$ cat src/rtl/addbit_seq.sv
// Multi-cycle ripple adder: {co,sum} = a + b + ci, CHUNK bits per clock, with valid/ready on both sides.
// Optional signed-overflow output ovf is enabled by defining ADDBIT_SEQ_OVERFLOW_EN.
module addbit_seq #(
    parameter int unsigned WIDTH = 8,
    parameter int unsigned CHUNK = 2
) (
    input  logic             clk,
    input  logic             rst,
    input  logic             in_valid,
    output logic             in_ready,
    input  logic [WIDTH-1:0] a,
    input  logic [WIDTH-1:0] b,
    input  logic             ci,
    output logic             out_valid,
    input  logic             out_ready,
    output logic [WIDTH-1:0] sum,
    output logic             co,
    output logic             busy
`ifdef ADDBIT_SEQ_OVERFLOW_EN
    ,
    output logic             ovf
`endif
);

    localparam int unsigned NCHUNK = WIDTH / CHUNK;
    localparam int unsigned CNT_W  = (NCHUNK > 1) ? $clog2(NCHUNK) : 1;

    if (WIDTH < 1 || CHUNK < 1 || CHUNK > WIDTH || (WIDTH % CHUNK) != 0) begin : g_bad_params
        $error("addbit_seq: need 1 <= CHUNK <= WIDTH and WIDTH %% CHUNK == 0");
    end

    typedef enum logic [1:0] {
        IDLE = 2'd0,
        RUN  = 2'd1,
        DONE = 2'd2
    } state_t;

    state_t             state_q, state_d;
    logic [WIDTH-1:0]   a_sh_q, a_sh_d;
    logic [WIDTH-1:0]   b_sh_q, b_sh_d;
    logic [WIDTH-1:0]   sum_q, sum_d;
    logic [CNT_W-1:0]   cnt_q, cnt_d;
    logic               carry_q, carry_d;
    logic               co_q, co_d;
    logic               out_valid_q, out_valid_d;
`ifdef ADDBIT_SEQ_OVERFLOW_EN
    logic               ovf_q, ovf_d;
`endif

    // One chunk of the ripple: low CHUNK bits of each shift register plus running carry
    logic [CHUNK:0]     chunk_res;
    logic [CHUNK-1:0]   chunk_s;
    logic               chunk_c;
    logic               last_chunk;

    assign chunk_res  = (CHUNK+1)'(a_sh_q[CHUNK-1:0]) + (CHUNK+1)'(b_sh_q[CHUNK-1:0])
                      + (CHUNK+1)'(carry_q);
    assign chunk_s    = chunk_res[CHUNK-1:0];
    assign chunk_c    = chunk_res[CHUNK];
    assign last_chunk = (cnt_q == CNT_W'(NCHUNK - 1));

    // Next-state and datapath update
    always_comb begin
        state_d     = state_q;
        a_sh_d      = a_sh_q;
        b_sh_d      = b_sh_q;
        sum_d       = sum_q;
        cnt_d       = cnt_q;
        carry_d     = carry_q;
        co_d        = co_q;
        out_valid_d = out_valid_q;
`ifdef ADDBIT_SEQ_OVERFLOW_EN
        ovf_d       = ovf_q;
`endif
        unique case (state_q)
            IDLE: begin
                if (in_valid) begin
                    a_sh_d  = a;
                    b_sh_d  = b;
                    carry_d = ci;
                    cnt_d   = '0;
                    state_d = RUN;
                end
            end
            RUN: begin
                // New chunk enters at the top; after NCHUNK shifts sum is fully aligned
                sum_d   = WIDTH'({chunk_s, sum_q} >> CHUNK);
                a_sh_d  = a_sh_q >> CHUNK;
                b_sh_d  = b_sh_q >> CHUNK;
                carry_d = chunk_c;
                cnt_d   = cnt_q + CNT_W'(1);
                if (last_chunk) begin
                    co_d        = chunk_c;
                    out_valid_d = 1'b1;
`ifdef ADDBIT_SEQ_OVERFLOW_EN
                    // Carry into the MSB recovered from the MSB sum bit
                    ovf_d       = chunk_s[CHUNK-1] ^ a_sh_q[CHUNK-1] ^ b_sh_q[CHUNK-1] ^ chunk_c;
`endif
                    state_d     = DONE;
                end
            end
            DONE: begin
                if (out_ready) begin
                    out_valid_d = 1'b0;
`ifdef ADDBIT_SEQ_OVERFLOW_EN
                    ovf_d       = 1'b0;
`endif
                    state_d     = IDLE;
                end
            end
            default: state_d = IDLE;
        endcase
    end

    always_ff @(posedge clk or posedge rst) begin
        if (rst) begin
            state_q     <= IDLE;
            a_sh_q      <= '0;
            b_sh_q      <= '0;
            sum_q       <= '0;
            cnt_q       <= '0;
            carry_q     <= 1'b0;
            co_q        <= 1'b0;
            out_valid_q <= 1'b0;
`ifdef ADDBIT_SEQ_OVERFLOW_EN
            ovf_q       <= 1'b0;
`endif
        end else begin
            state_q     <= state_d;
            a_sh_q      <= a_sh_d;
            b_sh_q      <= b_sh_d;
            sum_q       <= sum_d;
            cnt_q       <= cnt_d;
            carry_q     <= carry_d;
            co_q        <= co_d;
            out_valid_q <= out_valid_d;
`ifdef ADDBIT_SEQ_OVERFLOW_EN
            ovf_q       <= ovf_d;
`endif
        end
    end

    assign in_ready  = (state_q == IDLE);
    assign busy      = (state_q != IDLE);
    assign out_valid = out_valid_q;
    assign sum       = sum_q;
    assign co        = co_q;
`ifdef ADDBIT_SEQ_OVERFLOW_EN
    assign ovf       = ovf_q;
`endif

endmodule
$ cat config.mk
export PLATFORM = sky130hd
export DESIGN_NAME = addbit_seq
export DESIGN_NICKNAME = d
export VERILOG_FILES = /design/src/rtl/addbit_seq.sv
export SDC_FILE = /design/constraint.sdc
export NUM_CORES = 1
export LEC_CHECK = 0
export BUFFER_PORTS_ARGS = -buffer_cell sky130_fd_sc_hd__buf_2
export CAP_MARGIN = 20
export CORE_AREA = 2 2 69 71
export CTS_CLUSTER_DIAMETER = 200
export CTS_CLUSTER_SIZE = 24
export DETAILED_ROUTE_END_ITERATION = 8
export DIE_AREA = 0 0 71 73
export SLEW_MARGIN = 20
export SYNTH_ARGS = -nofsm -noshare
export SYNTH_HDL_FRONTEND = slang
export SYNTH_SLANG_ARGS = --single-unit
$ cat constraint.sdc
create_clock -name clk -period 1.95 [get_ports clk]
set_clock_uncertainty 0.1 [all_clocks]
set_input_delay 0.0975 -clock clk [delete_from_list [all_inputs] [get_ports clk]]
set_output_delay 0.0975 -clock clk [all_outputs]
set_load 0.1 [all_outputs]
# Word level (Yosys, flattened, before mapping)
# Cells that the tools add are included.
# totals
reg_bits	31
latchBits	0
ramBits	0
romBits	0
input_bits	21
out_inout_bits	12
elab_cells	40
n_memories	0
# classes
n_addsub	3
n_mul	0
n_div	0
order_cmp	0
eq_ne	6
n_shift	0
n_mux	15
bitwise_logic	0
n_reduce_logical	8
# op_table
operator	count
case mux 8 bit (2 select lines)	2
2-to-1 mux 8 bit	2
2-to-1 mux 2 bit	4
inequality test 2 bit (second input constant)	3
case mux 2 bit (3 select lines)	1
AND reduction 3 bit	2
nonzero test 2 bit	3
equality test 2 bit (second input constant)	2
case mux 1 bit (2 select lines)	2
case mux 2 bit (2 select lines)	1
AND reduction 2 bit	2
adder 2 x 2 -> 3 bit	1
adder 3 x 1 -> 3 bit	1
2-to-1 mux 1 bit	3
adder 2 x 1 -> 2 bit (second input constant)	1
equality test 2 x 1 -> 1 bit (second input constant)	1
zero test 2 bit	1

# Logic depth before layout (Yosys ltp)
# Gate-level depths: netlist of the first run.
# depth
ltp_word	3
ltp_mapped	5
mapped_depth_nobuf	4

# Worst setup path after synthesis of the first run
# OpenSTA, ideal clock, no wires.
# synth_timing
kind	reg-to-output
startpoint	reg state_q[0]
endpoint	out busy
t_arrival_ns	2.797
t_required_ns	1.752
slack_ns	-1.044
path_stages_with_launch	4
n_path_buf	1
cell_sequence	dfrtp_1 -> buf_6 -> nor2_1 -> inv_1
# synth_via
elab_chain_len	1
# synth_lines
element	line	text
start: declaration	38	state_t state_q, state_d;
start signal: assignment	129	state_q <= state_d;
nonzero test 2 bit	144	assign busy = (state_q != IDLE);
end: declaration	18	output logic busy
# Every way passes these cells.

# Worst setup path after layout of the first run
# Same ends and word-level chain as after synthesis.

==> impl_metrics.tcl, run 1 <==
set metrics [dict create \
    routed_via_density 4.905 \
    min_path_cells 3 \
    top_layer_used "met4" \
    cts_resized 0 \
    min_to "b_sh_q[0]" \
    critPathRequiredTime_ns 1.75 \
    critical_path.top_delay_family "flip-flops" \
    critPathLaunchType "flip-flop" \
    die_area_um2 5183 \
    setup_tns_ns 0 \
    drc_errors 0 \
    tightest_slew_ns 0.5880 \
    yosysSeqAreaShare_pct 52.06 \
    grt_overflow 0 \
    hold_start "b[0]" \
    setup_viol 0 \
    ys_warn_count 0 \
    vias 1192 \
    cts_made_buffers 5 \
    wl_per_cell_um 13.21 \
    antenna_found_initial 0 \
    met1_length_um 1527 \
    first_iter_violations 58 \
    cts_setup_buffers 0 \
    antennaDiodeCount 0 \
    ys_seq_elements 31 \
    cp_slowest_cell "dfrtp_1" \
    path_depth 3 \
    end_kind "output port" \
    maxCapViolCount 0 \
    timing.fmax_ghz 0.5668 \
    path_max_fanout 16 \
    fin_util_pct 40.41 \
    numClockSinks 31 \
    hold_buffers 6 \
    grt_pass1_wl_um 5457 \
    r2r-start "a_sh_q[0]" \
    async_flop_share_pct 100.0 \
    cts-root-buf "clkbuf_8" \
    maxSlewViolCount 0 \
    synth_cell_type_count 29 \
    syn_area_per_cell_um2 10.00 \
    totalWireLength_um 3210 \
    layout.nets 212 \
    dp_hpwl_um 2185 \
    status "complete, no violations" \
    path_buf_inv 2 \
    cp.arrival_ns 1.57 \
    groute.usage.overall_pct 13.19 \
    insertion_delay_ns 0.28 \
    clockBufferDepth 2 \
    whs_ns 0.02293 \
    hold_viol_final 0 \
    relSlewSlack_pct 60.80 \
    antenna_left 0 \
    syn2layout_area_growth_pct 23.01 \
    synth_area_um2 1490 \
    synthFlopType "dfrtp_1" \
    die_w_um 71 \
    place_ws_ns 0.2025 \
    min_path_type "in -> reg" \
    path_class "reg -> out" \
    place.gp.congestion 0.7077 \
    row_count 25 \
    drt-pass1-iter-count 4 \
    die_h_um 73 \
    post-route-min-period_ns 1.764 \
    synth-edff-count 0 \
    grt_pass1_vias 1187 \
    r2r-end "carry_q" \
    start_util_pct 32.86 \
    period_share_pct 90.48 \
    wl_met2_um 1498 \
    grt_max_degree 32 \
    clk_pin_slew_ns 0.07 \
    r2r_cells 4 \
    critPathMaxStageDelay_ns 0.72 \
    syn-instance-count 149 \
    cts_tree "built" \
    io_pins 33 \
    cp_cell_sequence "nor2_4 -> inv_1 -> buf_2" \
    wl_met3_um 171 \
    htreeDepth 2 \
    drive_above_1_share_pct 27.51 \
    port_buffers 32 \
    rsz0062_at_grt "false" \
    synthesis.nets 173 \
    rrSetupSlack_ns 0.20 \
    finalWorstSetupSlack_ns 0.1856 \
    core-area_um2 4536 \
]
-- layout by cell type (no fill, tap or decap), types with 2 or more instances in the layout --
cell type,Yosys,routed
inv_1,10,10
dfrtp_1,31,31
nor3b_1,3,3
buf_2,3,32
buf_4,2,3
nor2_2,2,2
o21ai_0,12,12
fa_1,2,2
nand2_1,27,27
dlygate4sd3_1,0,6
o22ai_1,16,16
clkbuf_8,0,7
a21oi_1,15,15
o22a_1,3,3
inv_2,2,2
nor2_1,3,2
-- cell type report --
type / count / area [µm²]
flip-flops and latches: 31 / 775.7
repair buffers: 41 / 242.7
clock buffers: 8 / 100.1
inverters: 12 / 45.04
well taps: 54 / 67.56
multi-input cells: 97 / 601.8
fillers: 458 / 2703
-- routing by layer --
| layer | global-route usage (%) | vias to the layer above |
|---|---|---|
| met5 | 0 | - |
| met4 | 3.145 | 0 |
| met3 | 3.729 | 4 |
| met2 | 21.18 | 29 |
| met1 | 17.78 | 568 |
| li1 | - | 591 |
-- stage by stage --
step / cell area, µm² / cells
final: 1833 / 243
after global routing: 1833 / 243
after CTS: 1833 / 243
after detailed placement: 1673 / 229
after global placement: 1673 / 229
after floorplan: 1498 / 149
-- cells by family after synthesis --
logic type	after synthesis	synth area share, %
AO/OA/AOI/OAI	51	21.66
flip-flops	31	52.06
buffers and inverters	21	8.060
AND/OR/NAND/NOR	43	14.69
adder cells (fa/ha/maj)	3	3.526
-- how the worst max path moves through the flow --
stage                     from       to  slack [ns]
CTS                 state_q[0]     busy        0.16
finish              state_q[0]     busy        0.19
detailed placement   a_sh_q[0]  carry_q        0.20
floorplan           state_q[0]     busy        0.14
global placement     a_sh_q[0]  carry_q        0.30
global route        state_q[0]     busy        0.08
-- flip-flops by register name (all words and copies together), names as in the netlist --
| signal | count |
|---|---|
| a_sh_q | 8 |
| b_sh_q | 8 |
| sum | 8 |
| cnt_q | 2 |
| state_q | 2 |
| carry_q | 1 |
| co | 1 |
| out_valid | 1 |
-- synthesized netlist by cell type (2+ instances only) --
cell	instances	share of area [%]
dfrtp_1	31	52
nand2_1	27	6.8
o22ai_1	16	6.7
a21oi_1	15	5.0
o21ai_0	12	4.0
inv_1	10	2.5
buf_6	4	3.0
buf_2	3	1.0
nor2_1	3	0.76
nor3b_1	3	1.5
o22a_1	3	1.8
buf_4	2	1.0
fa_1	2	2.7
inv_2	2	0.50
nor2_2	2	0.84
-- worst min-delay path, stage by stage --
cell and delay [ns]:
buf_2 0.08, o22ai_1 0.05, a21oi_1 0.13
Power of run 1 is not shown: default switching activity piles up to over one toggle a cycle in this logic, so the estimate is an artifact.
==> run 2: changes to the inputs <==
==> constraint.sdc (replaced) <==
create_clock -name clk -period 1.95 [get_ports clk]
set_clock_uncertainty 0.1 [all_clocks]
set_input_delay 0.39 -clock clk [delete_from_list [all_inputs] [get_ports clk]]
set_output_delay 0.39 -clock clk [all_outputs]
set_load 0.1 [all_outputs]
==> impl_metrics.tcl, run 2 (synthesis gave the netlist of run 1 again) <==
set metrics [dict create \
    status "complete, no violations" \
    cts_setup_buffers 0 \
    start_util_pct 32.86 \
    htreeDepth 2 \
    drc_errors 0 \
    drt-pass1-iter-count 4 \
    antenna_found_initial 0 \
    port_buffers 32 \
    antennaDiodeCount 0 \
    cts_made_buffers 5 \
    totalWireLength_um 3192 \
    hold_buffers 0 \
    cp.arrival_ns 1.32 \
    critPathRequiredTime_ns 1.46 \
    numClockSinks 31 \
    clockBufferDepth 2 \
    cp_slowest_cell "dfrtp_1" \
    drive_above_1_share_pct 27.62 \
    rsz0062_at_grt "false" \
    first_iter_violations 55 \
    final_common_cell "dfrtp_1" \
    r2r-end "carry_q" \
    r2r-start "a_sh_q[0]" \
    hold_viol_final 0 \
    die_w_um 71 \
    dp_hpwl_um 2194 \
    path_max_fanout 10 \
    routed_via_density 5.017 \
    cp_cell_sequence "nor2_4 -> inv_1 -> buf_12" \
    layout.nets 206 \
    path_class "reg -> out" \
    insertion_delay_ns 0.28 \
    setup_viol 0 \
    cts_tree "built" \
    tightest_slew_ns 0.4877 \
    min_path_type "in -> async" \
    antenna_left 0 \
    maxCapViolCount 0 \
    cts-root-buf "clkbuf_8" \
    row_count 25 \
    timing.fmax_ghz 0.5515 \
    die_area_um2 5183 \
    relSlewSlack_pct 67.71 \
    io_pins 33 \
    layout_common_cells "31 x dfrtp_1, 30 x buf_2, 27 x nand2_1" \
    die_h_um 73 \
    period_share_pct 92.98 \
    grt_pass1_vias 1179 \
    place.gp.congestion 0.6901 \
    vias 1179 \
    groute.usage.overall_pct 13.73 \
    clk_pin_slew_ns 0.06 \
    syn2layout_area_growth_pct 19.14 \
    grt_overflow 0 \
    end_kind "output port" \
    core-area_um2 4536 \
    grt_pass1_wl_um 5526 \
    critPathMaxStageDelay_ns 0.53 \
    cts_resized 0 \
    maxSlewViolCount 0 \
    grt_max_degree 32 \
    wl_per_cell_um 13.58 \
    whs_ns 0.08138 \
    r2r_cells 4 \
    critPathLaunchType "flip-flop" \
    rrSetupSlack_ns 0.27 \
    post-route-min-period_ns 1.813 \
]
run 2: cell types whose count changed in the layout (fill, tap and decap cells not counted), sizes merged:
cell and delta:
dlygate4sd3 -6, clkbuf -2
run 2: worst max-delay path by stage:
stage / depth (start not counted) / startpoint / end
2_1_floorplan: 3 / state_q[0] / busy
3_3_place_gp: 4 / a_sh_q[0] / carry_q
3_5_place_dp: 4 / a_sh_q[0] / carry_q
4_1_cts: 3 / state_q[0] / busy
5_1_grt: 3 / state_q[0] / busy
6_report: 3 / state_q[0] / busy
run 2: cell type report:
type	instances	area, µm²
clock buffer	6	72.57
fill	462	2760
inverter	12	45.04
multi-input combinational	97	601.8
sequential	31	775.7
tap	54	67.56
timing repair buffer	35	212.7
run 2: routing by layer:
layer  share of wire, %  global-route usage, %  routed length (µm)
met1                 46                  17.28                1467
met2                 47                  21.18                1502
met5                  0                      0                   0
met4                1.1                  4.612                  34
met3                5.9                  6.077                 188
run 2: worst max-delay path: cells and delay by family (launching register included):
family	cells	cell delay, ns
and+or+nand+nor	1	0.24
DFF	1	0.53
buffers and inverters	2	0.27
run 2: stage by stage:
stage	TNS, ns	utilization, %	area [µm²]	instances	worst slack (ns)
2_1_floorplan	-0.1475	-	1498	149	-0.1475
3_3_place_gp	0	37.54	1703	229	0.3095
3_5_place_dp	0	37.54	1703	229	0.2770
4_1_cts	0	39.14	1775	235	0.1282
5_1_grt	0	39.14	1775	235	0.07411
6_report	0	39.14	1775	235	0.1368
Power of run 2 is left out for the same reason.
==> run 3: changes to the inputs <==
Settings changed: MAX_ROUTING_LAYER set to met4.
==> impl_metrics.tcl, run 3 (synthesis gave the netlist of run 1 again) <==
set metrics [dict create \
    status "complete, no violations" \
    path_class "reg -> out" \
    layout_common_cells "31 x dfrtp_1, 30 x buf_2, 27 x nand2_1" \
    r2r-end "carry_q" \
    clk_pin_slew_ns 0.06 \
    cts_resized 0 \
    r2r-start "a_sh_q[0]" \
    tightest_slew_ns 0.4877 \
    drt-pass1-iter-count 4 \
    die_h_um 73 \
    cp_cell_sequence "nor2_4 -> inv_1 -> buf_12" \
    min_path_type "in -> async" \
    dp_hpwl_um 2194 \
    syn2layout_area_growth_pct 19.14 \
    drc_errors 0 \
    cp.arrival_ns 1.32 \
    place.gp.congestion 0.6973 \
    die_area_um2 5183 \
    grt_pass1_wl_um 5533 \
    hold_viol_final 0 \
    rsz0062_at_grt "false" \
    die_w_um 71 \
    cts_setup_buffers 0 \
    rrSetupSlack_ns 0.27 \
    period_share_pct 92.96 \
    place_ws_ns 0.2770 \
    critPathLaunchType "flip-flop" \
    r2r_cells 4 \
    cp_slowest_cell "dfrtp_1" \
    layout.nets 206 \
    critPathRequiredTime_ns 1.46 \
    wl_per_cell_um 13.60 \
    layout.cells.non_filler 235 \
    grt_max_degree 32 \
    maxSlewViolCount 0 \
    antennaDiodeCount 0 \
    clockBufferDepth 2 \
    cts_made_buffers 5 \
    post-route-min-period_ns 1.813 \
    antenna_found_initial 0 \
    path_buf_inv 2 \
    setup_viol 0 \
    cts-root-buf "clkbuf_8" \
    critPathMaxStageDelay_ns 0.53 \
    start_util_pct 32.86 \
    maxCapViolCount 0 \
    antenna_left 0 \
    path_max_fanout 10 \
    end_kind "output port" \
    hold_buffers 0 \
    port_buffers 32 \
    core-area_um2 4536 \
    grt_pass1_vias 1180 \
    routed_via_density 5.009 \
    cts_tree "built" \
    io_pins 33 \
    groute.usage.overall_pct 14.17 \
    placedCellCount 229 \
    drive_above_1_share_pct 27.62 \
    timing.fmax_ghz 0.5517 \
    whs_ns 0.08148 \
    insertion_delay_ns 0.28 \
    first_iter_violations 44 \
    grt_overflow 0 \
    relSlewSlack_pct 67.71 \
    critical_path.top_delay_family "flip-flops" \
    finalWorstSetupSlack_ns 0.1373 \
    totalWireLength_um 3196 \
    final_common_cell "dfrtp_1" \
    row_count 25 \
    numClockSinks 31 \
    htreeDepth 2 \
    vias 1177 \
]
run 3: cell counts in the layout (fill, tap and decap cells not counted):
No cell type changed its count.
run 3: tightest hold or removal path, cell delays in order:
cell and delay [ns]:
buf_2 0.09, inv_1 0.04, buf_4 0.36
run 3: final cells by class:
type / instances / area [µm²]
Sequential cell: 31 / 775.7
Inverter: 12 / 45.04
Fill cell: 462 / 2760
Timing Repair Buffer: 35 / 212.7
Multi-Input combinational cell: 97 / 601.8
Clock buffer: 6 / 72.57
Tap cell: 54 / 67.56
run 3: worst max-delay path by stage:
stage / to / slack [ns] / cells past startpoint / start
floorplan: busy / -0.15 / 3 / state_q[0]
global placement: carry_q / 0.31 / 4 / a_sh_q[0]
detailed placement: carry_q / 0.28 / 4 / a_sh_q[0]
CTS: busy / 0.13 / 3 / state_q[0]
global route: busy / 0.07 / 3 / state_q[0]
finish: busy / 0.14 / 3 / state_q[0]
run 3: per-layer routing:
metal	share of wire (%)	vias to the layer above	GRT usage, %
met1	46	555	17.36
met4	1.1	0	4.612
met5	0	-	-
li1	-	581	-
met3	6.4	7	6.077
met2	46	34	21.18
run 3: metrics by stage:
stage                     setup TNS (ns)  utilization (%)  cell area [µm²]
after floorplan                  -0.1475                -             1498
after global placement                 0            37.54             1703
after detailed placement               0            37.54             1703
after CTS                              0            39.14             1775
after global routing                   0            39.14             1775
final                                  0            39.14             1775
Power of run 3 is left out for the same reason.
